`src/rtl/usb_pkg.sv`:
```
// Shared USB/ULPI definitions for the host transmit path.
// Build option: USB_TX_CRC16_EN adds the CRC16 states and the DATA-PID helper.
package usb_pkg;

   // USB PIDs, low-nibble form
   localparam logic [3:0] PID_OUT   = 4'h1;
   localparam logic [3:0] PID_ACK   = 4'h2;
   localparam logic [3:0] PID_DATA0 = 4'h3;
   localparam logic [3:0] PID_IN    = 4'h9;
   localparam logic [3:0] PID_DATA1 = 4'hB;
   localparam logic [3:0] PID_SETUP = 4'hD;

   // ULPI TXCMD upper nibble for a transmit packet
   localparam logic [3:0] ULPI_TXCMD_PKT = 4'b0100;

   localparam logic [15:0] CRC16_INIT = 16'hFFFF;

   typedef enum logic [2:0] {
      StIdle,
      StTxcmd,
      StData,
`ifdef USB_TX_CRC16_EN
      StCrcLo,
      StCrcHi,
`endif
      StStop,
      StAbort,
      StAbortWait
   } tx_state_e;

`ifdef USB_TX_CRC16_EN
   // DATA0/DATA1/DATA2/MDATA all have the two low PID bits set
   function automatic logic is_data_pid(input logic [3:0] pid);
      return pid[1:0] == 2'b11;
   endfunction
`endif

endpackage

```
`src/rtl/usb_crc16.sv`:
```
// USB CRC16 accumulator: reflected poly 0x8005, init 0xFFFF, complemented output.
// Only instantiated when USB_TX_CRC16_EN is defined.
module usb_crc16
   import usb_pkg::*;
(
   input  logic        clk,
   input  logic        rst,
   input  logic        clr_i,
   input  logic        en_i,
   input  logic [7:0]  data_i,
   output logic [15:0] crc_o
);

   logic [15:0] crc_q;
   logic [15:0] crc_d;

   // Fold one byte in, LSB first; 0xA001 is 0x8005 bit-reversed
   function automatic logic [15:0] crc16_byte(input logic [15:0] crc, input logic [7:0] b);
      logic [15:0] c;
      c = crc;
      for (int i = 0; i < 8; i++) begin
         if (c[0] ^ b[i]) begin
            c = (c >> 1) ^ 16'hA001;
         end else begin
            c = c >> 1;
         end
      end
      return c;
   endfunction

   // Next remainder for the byte on data_i
   always_comb begin
      crc_d = crc16_byte(crc_q, data_i);
   end

   // Remainder register; clear wins over enable
   always_ff @(posedge clk) begin
      if (rst || clr_i) begin
         crc_q <= CRC16_INIT;
      end else if (en_i) begin
         crc_q <= crc_d;
      end
   end

   assign crc_o = ~crc_q;

endmodule

```
`src/rtl/usb_ulpi_tx.sv`:
```
// ULPI link-side transmit engine: TXCMD, nxt-paced payload, stp termination.
// Build option: USB_TX_CRC16_EN appends a CRC16 to DATA PIDs; without it the
// caller supplies the CRC bytes inside the payload.
module usb_ulpi_tx
   import usb_pkg::*;
#(
   parameter int unsigned MAX_BYTES = 8,
   parameter int unsigned LEN_W     = 4
) (
   input  logic                   clk,
   input  logic                   rst,
   input  logic                   dir_i,
   input  logic                   nxt_i,
   output logic [7:0]             data_o,
   output logic                   stp_o,
   input  logic                   tx_valid_i,
   output logic                   tx_ready_o,
   input  logic [3:0]             tx_pid_i,
   input  logic [LEN_W-1:0]       tx_len_i,
   input  logic [8*MAX_BYTES-1:0] tx_data_i,
   output logic                   tx_done_o,
   output logic                   tx_abort_o
);

   localparam int unsigned      DataW  = 8 * MAX_BYTES;
   localparam logic [LEN_W-1:0] MaxLen = LEN_W'(MAX_BYTES);

   tx_state_e        state_q, state_d;
   tx_state_e        post_payload;
   logic [3:0]       pid_q, pid_d;
   logic [LEN_W-1:0] len_q, len_d;
   logic [LEN_W-1:0] cnt_q, cnt_d;
   logic [LEN_W-1:0] cnt_inc;
   logic [LEN_W-1:0] len_clamped;
   logic [DataW-1:0] data_q, data_d;
   logic             dir_q;
   logic             accept;
   logic             byte_ack;
   logic [7:0]       cur_byte;

   // Payload is kept as a shift register: the byte on the bus is always the top one
   assign cur_byte    = data_q[DataW-1 -: 8];
   assign len_clamped = (tx_len_i > MaxLen) ? MaxLen : tx_len_i;
   assign cnt_inc     = cnt_q + LEN_W'(1);
   // dir has priority over nxt: a byte is only taken while the link owns the bus
   assign byte_ack    = nxt_i & ~dir_i;

`ifdef USB_TX_CRC16_EN
   logic [15:0] crc_val;
   logic        crc_en;

   assign crc_en = (state_q == StData) && byte_ack;

   usb_crc16 u_crc16 (
      .clk    (clk),
      .rst    (rst),
      .clr_i  (accept),
      .en_i   (crc_en),
      .data_i (cur_byte),
      .crc_o  (crc_val)
   );

   assign post_payload = is_data_pid(pid_q) ? StCrcLo : StStop;
`else
   assign post_payload = StStop;
`endif

   // Next state, request latching and bus outputs
   always_comb begin
      state_d    = state_q;
      pid_d      = pid_q;
      len_d      = len_q;
      cnt_d      = cnt_q;
      data_d     = data_q;
      data_o     = 8'h00;
      stp_o      = 1'b0;
      tx_done_o  = 1'b0;
      tx_abort_o = 1'b0;

      // dir_q high means dir just fell: that cycle is the bus turnaround
      tx_ready_o = (state_q == StIdle) && !dir_i && !dir_q && !rst;
      accept     = tx_valid_i && tx_ready_o;

      case (state_q)
         StIdle: begin
            if (accept) begin
               state_d = StTxcmd;
               pid_d   = tx_pid_i;
               len_d   = len_clamped;
               data_d  = tx_data_i;
               cnt_d   = '0;
            end
         end

         StTxcmd: begin
            data_o = {ULPI_TXCMD_PKT, pid_q};
            if (dir_i) begin
               state_d = StAbort;
            end else if (nxt_i) begin
               state_d = (len_q != '0) ? StData : post_payload;
            end
         end

         StData: begin
            data_o = cur_byte;
            if (dir_i) begin
               state_d = StAbort;
            end else if (nxt_i) begin
               data_d = {data_q[DataW-9:0], 8'h00};
               cnt_d  = cnt_inc;
               if (cnt_inc == len_q) begin
                  state_d = post_payload;
               end
            end
         end

`ifdef USB_TX_CRC16_EN
         StCrcLo: begin
            data_o = crc_val[7:0];
            if (dir_i) begin
               state_d = StAbort;
            end else if (nxt_i) begin
               state_d = StCrcHi;
            end
         end

         StCrcHi: begin
            data_o = crc_val[15:8];
            if (dir_i) begin
               state_d = StAbort;
            end else if (nxt_i) begin
               state_d = StStop;
            end
         end
`endif

         StStop: begin
            stp_o     = 1'b1;
            tx_done_o = 1'b1;
            state_d   = StIdle;
         end

         // First abort cycle carries the pulse; a dir already low here is the turnaround
         StAbort: begin
            tx_abort_o = 1'b1;
            state_d    = dir_i ? StAbortWait : StIdle;
         end

         StAbortWait: begin
            if (!dir_i) begin
               state_d = StIdle;
            end
         end

         default: state_d = StIdle;
      endcase

      // Keep the bus idle and suppress pulses while reset is held
      if (rst) begin
         data_o     = 8'h00;
         stp_o      = 1'b0;
         tx_done_o  = 1'b0;
         tx_abort_o = 1'b0;
      end
   end

   // FSM and request registers
   always_ff @(posedge clk) begin
      if (rst) begin
         state_q <= StIdle;
         pid_q   <= '0;
         len_q   <= '0;
         cnt_q   <= '0;
         data_q  <= '0;
      end else begin
         state_q <= state_d;
         pid_q   <= pid_d;
         len_q   <= len_d;
         cnt_q   <= cnt_d;
         data_q  <= data_d;
      end
   end

   // Previous dir, used to detect the falling edge for turnaround
   always_ff @(posedge clk) begin
      if (rst) begin
         dir_q <= 1'b0;
      end else begin
         dir_q <= dir_i;
      end
   end

endmodule

```
`config.mk`:
```
export PLATFORM = sky130hd
export DESIGN_NAME = usb_ulpi_tx
export DESIGN_NICKNAME = d
export VERILOG_FILES = /design/src/rtl/usb_pkg.sv /design/src/rtl/usb_crc16.sv /design/src/rtl/usb_ulpi_tx.sv
export SDC_FILE = /design/constraint.sdc
export NUM_CORES = 1
export LEC_CHECK = 0
export CAP_MARGIN = 10
export CORE_MARGIN = 4
export CORE_UTILIZATION = 55
export CTS_CLUSTER_SIZE = 12
export DETAILED_ROUTE_END_ITERATION = 8
export GPL_TIMING_DRIVEN = 0
export PLACE_DENSITY = 0.86
export SYNTH_ARGS = -nofsm -noshare
export SYNTH_HDL_FRONTEND = slang
export SYNTH_SLANG_ARGS = --single-unit
export TNS_END_PERCENT = 1
```
`constraint.sdc`:
```
create_clock -name clk -period 4.9 [get_ports clk]
set_input_delay 0.98 -clock clk [delete_from_list [all_inputs] [get_ports clk]]
set_output_delay 0.98 -clock clk [all_outputs]
set_load 0.005 [all_outputs]
```
==> flow_summary.json <==
{
  "cts_setup_buffers": 0,
  "cts-hold-fix-buffers": 0,
  "period_share_pct": 84.3,
  "core_sq_um": 7290,
  "syn_area_sq_um": 4140,
  "finalPower_uw": 1650,
  "synth_cell_type_count": 42,
  "avgSynthCellArea_sq_um": 9.75,
  "routabilityCongestion": 0.928,
  "grt-ovfl-total": 0,
  "crit_fanout": 10,
  "p_per_area_nw_per_um2": 309,
  "worst-setup-path-type": "input pin to primary output",
  "max-clock-path-buffers": 2,
  "hpwl_mm": 8.11,
  "synth_top_cell_by_area": "dfxtp_1",
  "cts_root_buf": "clkbuf_8",
  "grt_start_max_net_pins": 13,
  "synthFlopType": "dfxtp_1",
  "syn2layout_area_growth_pct": 29.3,
  "rows": 31,
  "worst_pin_slew_ns": 0.715,
  "syn_inst": 424,
  "synth_warnings": 0,
  "worstPathRequired_ns": 3.92,
  "hold_class": "register to register",
  "drt_iter0_drc": 192,
  "ys_seq_elements": 80,
  "layout_common_cells": "clkdlybuf4s50_1, dfxtp_1, a21oi_1",
  "synthTopCellsByArea": "dfxtp_1, mux2i_1, a311oi_2, a21oi_1, a311oi_1",
  "ir_drop_mv": 0.165,
  "worst_ep_arrival_time_ns": 3.15,
  "max_stage_delay_ns": 0.61,
  "numClockSinks": 80,
  "fin_crit_ns": 4.13,
  "vias": 3762,
  "comb_power_share_pct": 25.8,
  "dr.pass1.iters": 5,
  "port_buffers": 88,
  "final_common_cell": "clkdlybuf4s50_1",
  "p_leak_uw": 0.00168,
  "critPathSlowestCell": "clkdlybuf4s50_1",
  "maxSlewHeadroom_pct": 52.3,
  "p_seq_share_pct": 43.7,
  "fin_worst_skew_ns": 0.0107,
  "slew_violations": 0,
  "synth_top_area_share_pct": 38.7,
  "viasPerCell": 6.01,
  "postRouteAntennaNets": 0,
  "startpoint_type": "input pin",
  "p_int_uw": 1170,
  "fmax_mhz": 242,
  "path_buf_inv": 4,
  "grt_pass1_vias": 3709,
  "status": "completed",
  "start_util_pct": 56.7,
  "rsz0062_at_grt": "false",
  "fin_setup_tns_ns": 0,
  "worstHoldStart": "pid_q[0]",
  "cts_resized": 0,
  "fillCellCount": 548,
  "ioPinCount": 89,
  "endpoint_kind": "primary output",
  "netSwitchingPower_uw": 486,
  "p_sw_share_pct": 29.4,
  "synth-edff-count": 0,
  "seq_area_frac_synth_pct": 38.7,
  "final_cell_count_no_fill": 626,
  "path_clk_slew_ns": 0.08,
  "synthesis.nets": 502,
  "grt_pass1_wl_mm": 17.5,
  "nets": 601,
  "fp.dieW_microns": 94.7,
  "track_usage_pct": 24.5,
  "drive_above_1_share_pct": 17.1,
  "routed_wl_mm": 10.9,
  "clk_latency_ns": 0.35,
  "wl_per_cell_microns": 17.4,
  "cts-buffers-inserted": 9,
  "drc": 0,
  "dp.cells": 611,
  "cp-startpoint": "rst",
  "clkPwrFrac_pct": 30.5,
  "cp_top_family": "buffers and inverters",
  "async_reset_ff_share_pct": 0,
  "finalSetupViolCount": 0,
  "cts_tree": "done",
  "antenna_cells": 0,
  "cts_max_level": 3,
  "cap_violations": 0,
  "reg2reg_from": "state_q[1]",
  "die-area_sq_um": 8970,
  "antenna_found_initial": 0,
  "finalHoldViolCount": 0,
  "crit_chain": "clkdlybuf4s50_1 > clkbuf_1 > clkbuf_1 > nor3b_1 > clkdlybuf4s50_1",
  "die_h_microns": 94.7
}
## cells by family after synthesis
kind of cell	synth area share, %
simple gates	8.53
compound gates	30.9
mux	13.6
flops	38.7
xor+xnor	1.27
fa+ha+maj	0.303
buf+inv	6.75
## power groups by stage
| stage | clock network [uW] | logic, uW | registers [uW] |
|---|---|---|---|
| after global placement | 0 | 407 | 735 |
| after global routing | 534 | 459 | 726 |
| after detailed placement | 0 | 419 | 737 |
| final | 503 | 426 | 722 |
| after CTS | 507 | 422 | 722 |
| after floorplan | 0 | 285 | 729 |
## flip-flops by register name, indices dropped and copies added (netlist names)
| name | cells |
|---|---|
| cnt_q | 4 |
| data_q | 64 |
| dir_q | 1 |
| len_q | 4 |
| pid_q | 4 |
| state_q | 3 |
## path summary, 6_finish.rpt
path / end / slack [ns] / depth (start not counted)
setup / recovery: data_o[4] / 0.77 / 5
hold / removal: pid_q[0] / 0.46 / 2
setup reg to reg: data_q[8] / 3.02 / 7
hold reg to reg: pid_q[0] / 0.46 / 2
## cells in the mapped netlist (all sizes together), types with 4 or more instances
master / count
nor3b: 4
buf: 26
xnor2: 4
mux2i: 56
a21oi: 79
a22oi: 6
clkbuf: 26
o21ai: 15
nand2: 24
nor2: 11
nand3b: 4
dfxtp: 80
a311oi: 56
## layout make-up
cell class,instances,area [sq um],share of cell area [%]
Timing Repair Buffer,88,881,16.5
Clock inverter,3,40.0,0.749
Clock buffer,12,165,3.09
Tap cell,99,124,2.32
Buffer,52,272,5.08
Sequential cell,80,1600,30.0
Inverter,2,7.51,0.140
Multi-Input combinational cell,290,2250,42.2
## worst register-to-register path: cells and delay by family (launching register included)
kind	cells	cell delay, ns
buffers and inverters	4	0.81
AOI/OAI and AO/OA	2	0.33
DFF	1	0.30
and+or+nand+nor	1	0.29
## metrics by stage
stage               hold WS (ns)  worst slack (ns)  utilization [%]  cell area (sq um)
floorplan                  0.437              2.17                -               4140
global placement           0.447             0.813             70.5               5140
detailed placement         0.455             0.802             70.5               5140
CTS                        0.466             0.785             73.3               5350
global route               0.496             0.611             73.3               5350
finish                     0.464             0.769             73.3               5350
## metal layers
| layer | share of wire, % | GRT usage (%) | vias up |
|---|---|---|---|
| li1 | - | - | 1820 |
| met1 | 42 | 31.2 | 1769 |
| met2 | 49 | 41.2 | 144 |
| met3 | 6.2 | 4.14 | 29 |
| met4 | 2.4 | 9.86 | 0 |
| met5 | 0 | 0 | - |
No activity file was read; power rests on OpenSTA's default activity.
